--- src/rtl/present_pkg.sv ---
// Shared definitions for the PRESENT-80 key schedule: sizes, controller states
// and the 4-bit S-box / inverse S-box tables.
package present_pkg;

    localparam int KEY_W = 80;
    localparam int RK_W  = 64;
    localparam int NKEYS = 32;

    localparam logic [5:0] FIRST_IDX = 6'd1;
    localparam logic [5:0] LAST_IDX  = 6'(NKEYS);

    typedef enum logic [1:0] {
        ST_EMPTY,
        ST_READY,
        ST_SEEK
    } state_t;

    function automatic logic [3:0] sbox(input logic [3:0] x);
        logic [3:0] y;
        case (x)
            4'h0: y = 4'hC;  4'h1: y = 4'h5;  4'h2: y = 4'h6;  4'h3: y = 4'hB;
            4'h4: y = 4'h9;  4'h5: y = 4'h0;  4'h6: y = 4'hA;  4'h7: y = 4'hD;
            4'h8: y = 4'h3;  4'h9: y = 4'hE;  4'hA: y = 4'hF;  4'hB: y = 4'h8;
            4'hC: y = 4'h4;  4'hD: y = 4'h7;  4'hE: y = 4'h1;  default: y = 4'h2;
        endcase
        return y;
    endfunction

    function automatic logic [3:0] sbox_inv(input logic [3:0] x);
        logic [3:0] y;
        case (x)
            4'h0: y = 4'h5;  4'h1: y = 4'hE;  4'h2: y = 4'hF;  4'h3: y = 4'h8;
            4'h4: y = 4'hC;  4'h5: y = 4'h1;  4'h6: y = 4'h2;  4'h7: y = 4'hD;
            4'h8: y = 4'hB;  4'h9: y = 4'h4;  4'hA: y = 4'h6;  4'hB: y = 4'h3;
            4'hC: y = 4'h0;  4'hD: y = 4'h7;  4'hE: y = 4'h9;  default: y = 4'hA;
        endcase
        return y;
    endfunction

endpackage

--- src/rtl/present_key_schedule_key_update_step.sv ---
// One combinational PRESENT-80 key-register update, forward (K_i -> K_i+1)
// or inverse (K_i -> K_i-1); the inverse undoes the forward ops in reverse order.
module key_update_step
    import present_pkg::*;
(
    input  logic [KEY_W-1:0] k_in,
    input  logic [4:0]       ctr,
    input  logic             inv,
    output logic [KEY_W-1:0] k_next
);

    logic [KEY_W-1:0] fwd_rot;
    logic [KEY_W-1:0] fwd_key;
    logic [KEY_W-1:0] inv_xor;
    logic [KEY_W-1:0] inv_sub;
    logic [KEY_W-1:0] inv_key;

    assign fwd_rot = {k_in[18:0], k_in[79:19]};
    assign fwd_key = {sbox(fwd_rot[79:76]), fwd_rot[75:20],
                      fwd_rot[19:15] ^ ctr, fwd_rot[14:0]};

    assign inv_xor = {k_in[79:20], k_in[19:15] ^ ctr, k_in[14:0]};
    assign inv_sub = {sbox_inv(inv_xor[79:76]), inv_xor[75:0]};
    assign inv_key = {inv_sub[60:0], inv_sub[79:61]};

    assign k_next = inv ? inv_key : fwd_key;

endmodule

--- src/rtl/present_key_schedule.sv ---
// Sequential PRESENT-80 key schedule: holds the key register, steps it forward
// or backward on request, and can seek autonomously to the final key K32.
module present_key_schedule
    import present_pkg::*;
(
    input  logic             clk,
    input  logic             rst,
    input  logic             load,
    input  logic [KEY_W-1:0] key_in,
    input  logic             seek,
    input  logic             step,
    input  logic             dir,
    output logic [KEY_W-1:0] k_out,
    output logic [RK_W-1:0]  rk,
    output logic [5:0]       key_idx,
    output logic             valid,
    output logic             busy,
    output logic             step_err
);

    state_t           state_q, state_d;
    logic [KEY_W-1:0] key_q, key_d;
    logic [5:0]       idx_q, idx_d;
    logic             err_q, err_d;

    logic             upd_inv;
    logic [5:0]       idx_m1;
    logic [4:0]       upd_ctr;
    logic [KEY_W-1:0] key_step;

    // Only READY ever steps backward; SEEK always runs forward.
    assign upd_inv = (state_q == ST_READY) && dir;
    assign idx_m1  = idx_q - 6'd1;
    assign upd_ctr = upd_inv ? idx_m1[4:0] : idx_q[4:0];

    key_update_step u_step (
        .k_in   (key_q),
        .ctr    (upd_ctr),
        .inv    (upd_inv),
        .k_next (key_step)
    );

    always_comb begin
        // NOTE: every signal gets a default first so no path can infer a latch.
        state_d = state_q;
        key_d   = key_q;
        idx_d   = idx_q;
        err_d   = 1'b0;

        if (load) begin
            key_d   = key_in;
            idx_d   = FIRST_IDX;
            state_d = ST_READY;
        end else begin
            case (state_q)
                ST_EMPTY: begin
                    err_d = step;
                end
                ST_READY: begin
                    if (seek) begin
                        // seek wins over a simultaneous step, which is dropped.
                        err_d = step;
                        if (idx_q != LAST_IDX) state_d = ST_SEEK;
                    end else if (step) begin
                        if ((!dir && idx_q == LAST_IDX) || (dir && idx_q == FIRST_IDX)) begin
                            err_d = 1'b1;
                        end else begin
                            key_d = key_step;
                            idx_d = dir ? idx_m1 : idx_q + 6'd1;
                        end
                    end
                end
                ST_SEEK: begin
                    err_d = step;
                    key_d = key_step;
                    idx_d = idx_q + 6'd1;
                    if (idx_q == LAST_IDX - 6'd1) state_d = ST_READY;
                end
                default: begin
                    state_d = ST_EMPTY;
                end
            endcase
        end
    end

    // NOTE: non-blocking assignments keep every register update order-independent.
    always_ff @(posedge clk) begin
        // NOTE: the key register is reset too, since k_out must read zero after reset.
        if (rst) begin
            state_q <= ST_EMPTY;
            key_q   <= '0;
            idx_q   <= '0;
            err_q   <= 1'b0;
        end else begin
            state_q <= state_d;
            key_q   <= key_d;
            idx_q   <= idx_d;
            err_q   <= err_d;
        end
    end

    assign k_out    = key_q;
    assign rk       = key_q[79:16];
    assign key_idx  = idx_q;
    assign valid    = (state_q == ST_READY);
    assign busy     = (state_q == ST_SEEK);
    assign step_err = err_q;

endmodule

--- config.mk ---
export PLATFORM = sky130hd
export DESIGN_NAME = present_key_schedule
export DESIGN_NICKNAME = d
export VERILOG_FILES = /design/src/rtl/present_pkg.sv /design/src/rtl/present_key_schedule_key_update_step.sv /design/src/rtl/present_key_schedule.sv
export SDC_FILE = /design/constraint.sdc
export NUM_CORES = 1
export LEC_CHECK = 0
export CAP_MARGIN = 40
export CORE_MARGIN = 2
export CORE_UTILIZATION = 47
export CTS_BUF_LIST = sky130_fd_sc_hd__clkbuf_2
export DETAILED_ROUTE_END_ITERATION = 16
export PLACE_DENSITY_LB_ADDON = 0.12
export SLEW_MARGIN = 20
export SYNTH_ARGS = -nofsm -noshare
export SYNTH_HDL_FRONTEND = slang
export SYNTH_SLANG_ARGS = --single-unit
--- constraint.sdc ---
create_clock -name clk -period 4.7 [get_ports clk]
set_input_delay 0.94 -clock clk [delete_from_list [all_inputs] [get_ports clk]]
set_output_delay 0.94 -clock clk [all_outputs]
set_load 0.05 [all_outputs]
==> out/qor.txt <==
Outcome - finished, final reports clean
Synth cell types - 50
Worst-Margin Slew - 0.866 ns
Crit-path cells - inv_1, ha_1, and3b_1, o21bai_1, a21oi_2, o311ai_0, inv_1, ha_1, inv_1, mux2i_1, o211a_1
Cell taking the most area after synthesis - dfxtp_1
Post-cts gate resize count - 0
Endpoints failing setup - 0
Register area share after synthesis - 28.4%
Syn Nets - 1020
Post-place instance area - 0.00823 mm²
Fin nets - 1068
Post-Route WL - 22300 µm
Post-route DRC - 0
H-Tree Depth - 3
Post-synth top area share - 28.4%
Row Count - 44
Peak supply drop - 0.141 mV
Fin Clk Skew - 0.0301 ns
Max Slew Vio Count - 0
CP top delay family - compound AO/OA/AOI/OAI gates
Routed WL per cell - 19.3 µm
DR vias/cell - 5.78
GPL Wtd Cong - 0.904
Buf/Inv on CP - 3
# fillers - 1384
Max FO, Critical Path - 11
FFs w/ async S/R, synth - 0%
Total GRT Usage - 27.8%
Max-slew headroom - 41.5%
Reg power frac - 42.1%
Sink Count - 97
Global-route wire length before repair - 34500 µm
Net switching power figure - 0.000956 W
Hold Violations, Final - 0
Clock buffer depth - 2
Startpoint Class - flop
Cell Count, Final, Fillers Out - 1158
Global route total overflow - 0
Vias after detailed routing - 6697
Final Cell Area - 0.00836 mm²
Worst path arrival time - 4.16 ns
Initial antenna violation count - 1
CP most frequent cell - inv_1
Final clock period utilization by the worst path - 77.1%
Clock transition at path regs - 0.24 ns
PD cells - 280 mW/mm²
Dpl hpwl - 16000 µm
Yosys Warn Count - 0
Num ports - 239
Int Pwr - 0.00139 W
Root buffer cell - clkbuf_2
Fmax - 276 MHz
Core area - 0.0144 mm²
Post-synth EDFFs - 0
Setup Buffers After CTS - 0
Pin count of the biggest net entering global routing - 137
LEAKAGE - 3.00 nW
Layout area overhead - 22.4%
Worst path max stage delay - 0.79 ns
Class of the worst hold path - flop to flop
CTS Buf Count - 9
Worst path slowest cell - o311ai_0
Combinational power share - 37.9%
Area contributors post-synth - dfxtp_1, buf_4, nand2_1
Worst Path Required - 5.24 ns
Antenna Violating Nets Remaining - 0
Syn Inst Count - 919
CTS tree - done
Max_cap viols - 0
Cell Area, Synth - 0.00683 mm²
Die area - 0.0155 mm²
Clk Latency, worst-skew pair - 0.63 ns
CP endpoint kind - flop
Sw frac - 40.8%
Syn Area/Cell - 7.43 µm²
Drt initial violations - 924
First-pass DRT Iterations - 6
Setup TNS - 0 ns
Critical path type - flop to flop
Dominant synthesized flop cell - dfxtp_1
Synth Register Bits - 97
Tmin final - 3.62 ns
Share of layout cells above drive strength 1 - 4.22%
Post-CTS Hold Buffers - 0
Die H - 125 µm
Initial Util - 47.5%
Dpl cells - 1140
Final Core Density - 58.2%
RSZ-0062 raised after global routing - no
Clock share of power - 20.0%
Vias in the first global route - 6013
Die W - 125 µm
PnR Total Power - 0.00234 W
Port Buffers - 238
[synth_stat cells (all sizes together) (2+ instances only)]
library cell	count
a311o	53
buf	155
nand2b	3
o311ai	4
o21ai	5
and3	2
mux2i	20
nor2	81
a211oi	9
nand3	85
a2111oi	2
xor2	8
a21oi	83
xnor2	10
nor3b	5
inv	14
o211ai	17
clkbuf	58
a211o	5
nor2b	3
and3b	2
nand2	151
o21bai	2
o31a	2
ha	15
nor3	3
mux2	4
clkinv	3
dfxtp	97
o311a	2
nand3b	3
[placed cells by master, fill, tap and decap left out, drive strengths merged, types with 4 or more instances in the layout]
| cell type | count |
|---|---|
| o311ai | 4 |
| clkdlybuf4s50 | 235 |
| a211oi | 9 |
| dfxtp | 97 |
| a211o | 5 |
| clkbuf | 9 |
| clkinv | 8 |
| xor2 | 8 |
| a21oi | 83 |
| mux2 | 4 |
| nand3 | 85 |
| nand2 | 151 |
| inv | 14 |
| o211ai | 17 |
| mux2i | 20 |
| buf | 15 |
| ha | 15 |
| nor3b | 5 |
| o21ai | 5 |
| xnor2 | 10 |
| nor2 | 81 |
| a311o | 53 |
[power by group through the flow]
stage / Combinational [W] / Clock [W] / Sequential, W
after global routing: 0.000939 / 0.000498 / 0.000994
final: 0.000888 / 0.000469 / 0.000987
after detailed placement: 0.000882 / 0 / 0.00100
after global placement: 0.000873 / 0 / 0.00100
after CTS: 0.000886 / 0.000479 / 0.000984
after floorplan: 0.000687 / 0 / 0.000965
[layout make-up]
class	count	area, µm²	share of cell area [%]
multi-input combinational	592	3500	41.9
timing repair buffer	250	2490	29.8
sequential	97	1940	23.2
tap	184	230	2.75
clock inverter	7	85.1	1.02
inverter	17	63.8	0.763
clock buffer	9	45.0	0.539
antenna	2	5.00	0.0599
[per-stage QoR]
stage	worst slack, ns	hold WS, ns
after global placement	0.833	0.519
after floorplan	1.03	0.475
after CTS	1.15	0.549
after detailed placement	0.892	0.520
after global routing	0.913	0.582
final	1.08	0.549
[state kept, by name, summed over array words and instances (netlist names)]
name,cells
key_idx,6
step_err,1
u_step.inv_key,4
k_out,80
state_q,2
u_step.fwd_key,4
[final timing paths]
path	startpoint	endpoint	slack, ns	cells past startpoint
worst max-delay path	key_idx[0]	u_step.inv_key[17]	1.08	11
worst min-delay path	state_q[0]	state_q[1]	0.55	2
worst max register to register	key_idx[0]	u_step.inv_key[17]	1.08	11
worst min register to register	state_q[0]	state_q[1]	0.55	2
[cells by family after synthesis]
| family | share of synthesized area [%] |
|---|---|
| buffers and inverters | 20.5 |
| DFF | 28.4 |
| muxes | 3.59 |
| adders and majority gates | 2.75 |
| xor gates and xnor gates | 2.31 |
| and+or+nand+nor | 22.0 |
| AOI/OAI and AO/OA | 20.4 |
[worst min-delay path, delay by kind of cell, from the launching register on]
family / cells / cell delay [ns]
flip-flops: 1 / 0.41
AO/OA/AOI/OAI: 1 / 0.06
AND/OR/NAND/NOR: 1 / 0.07
[layer usage]
layer / global-route usage (%) / vias up / wire (µm)
li1: - / 3154 / -
met1: 42.1 / 3143 / 10200
met2: 40.2 / 383 / 9500
met3: 5.37 / 17 / 2320
met4: 7.14 / 0 / 288
met5: 0 / - / 0
(Power assumes the default switching activity.)
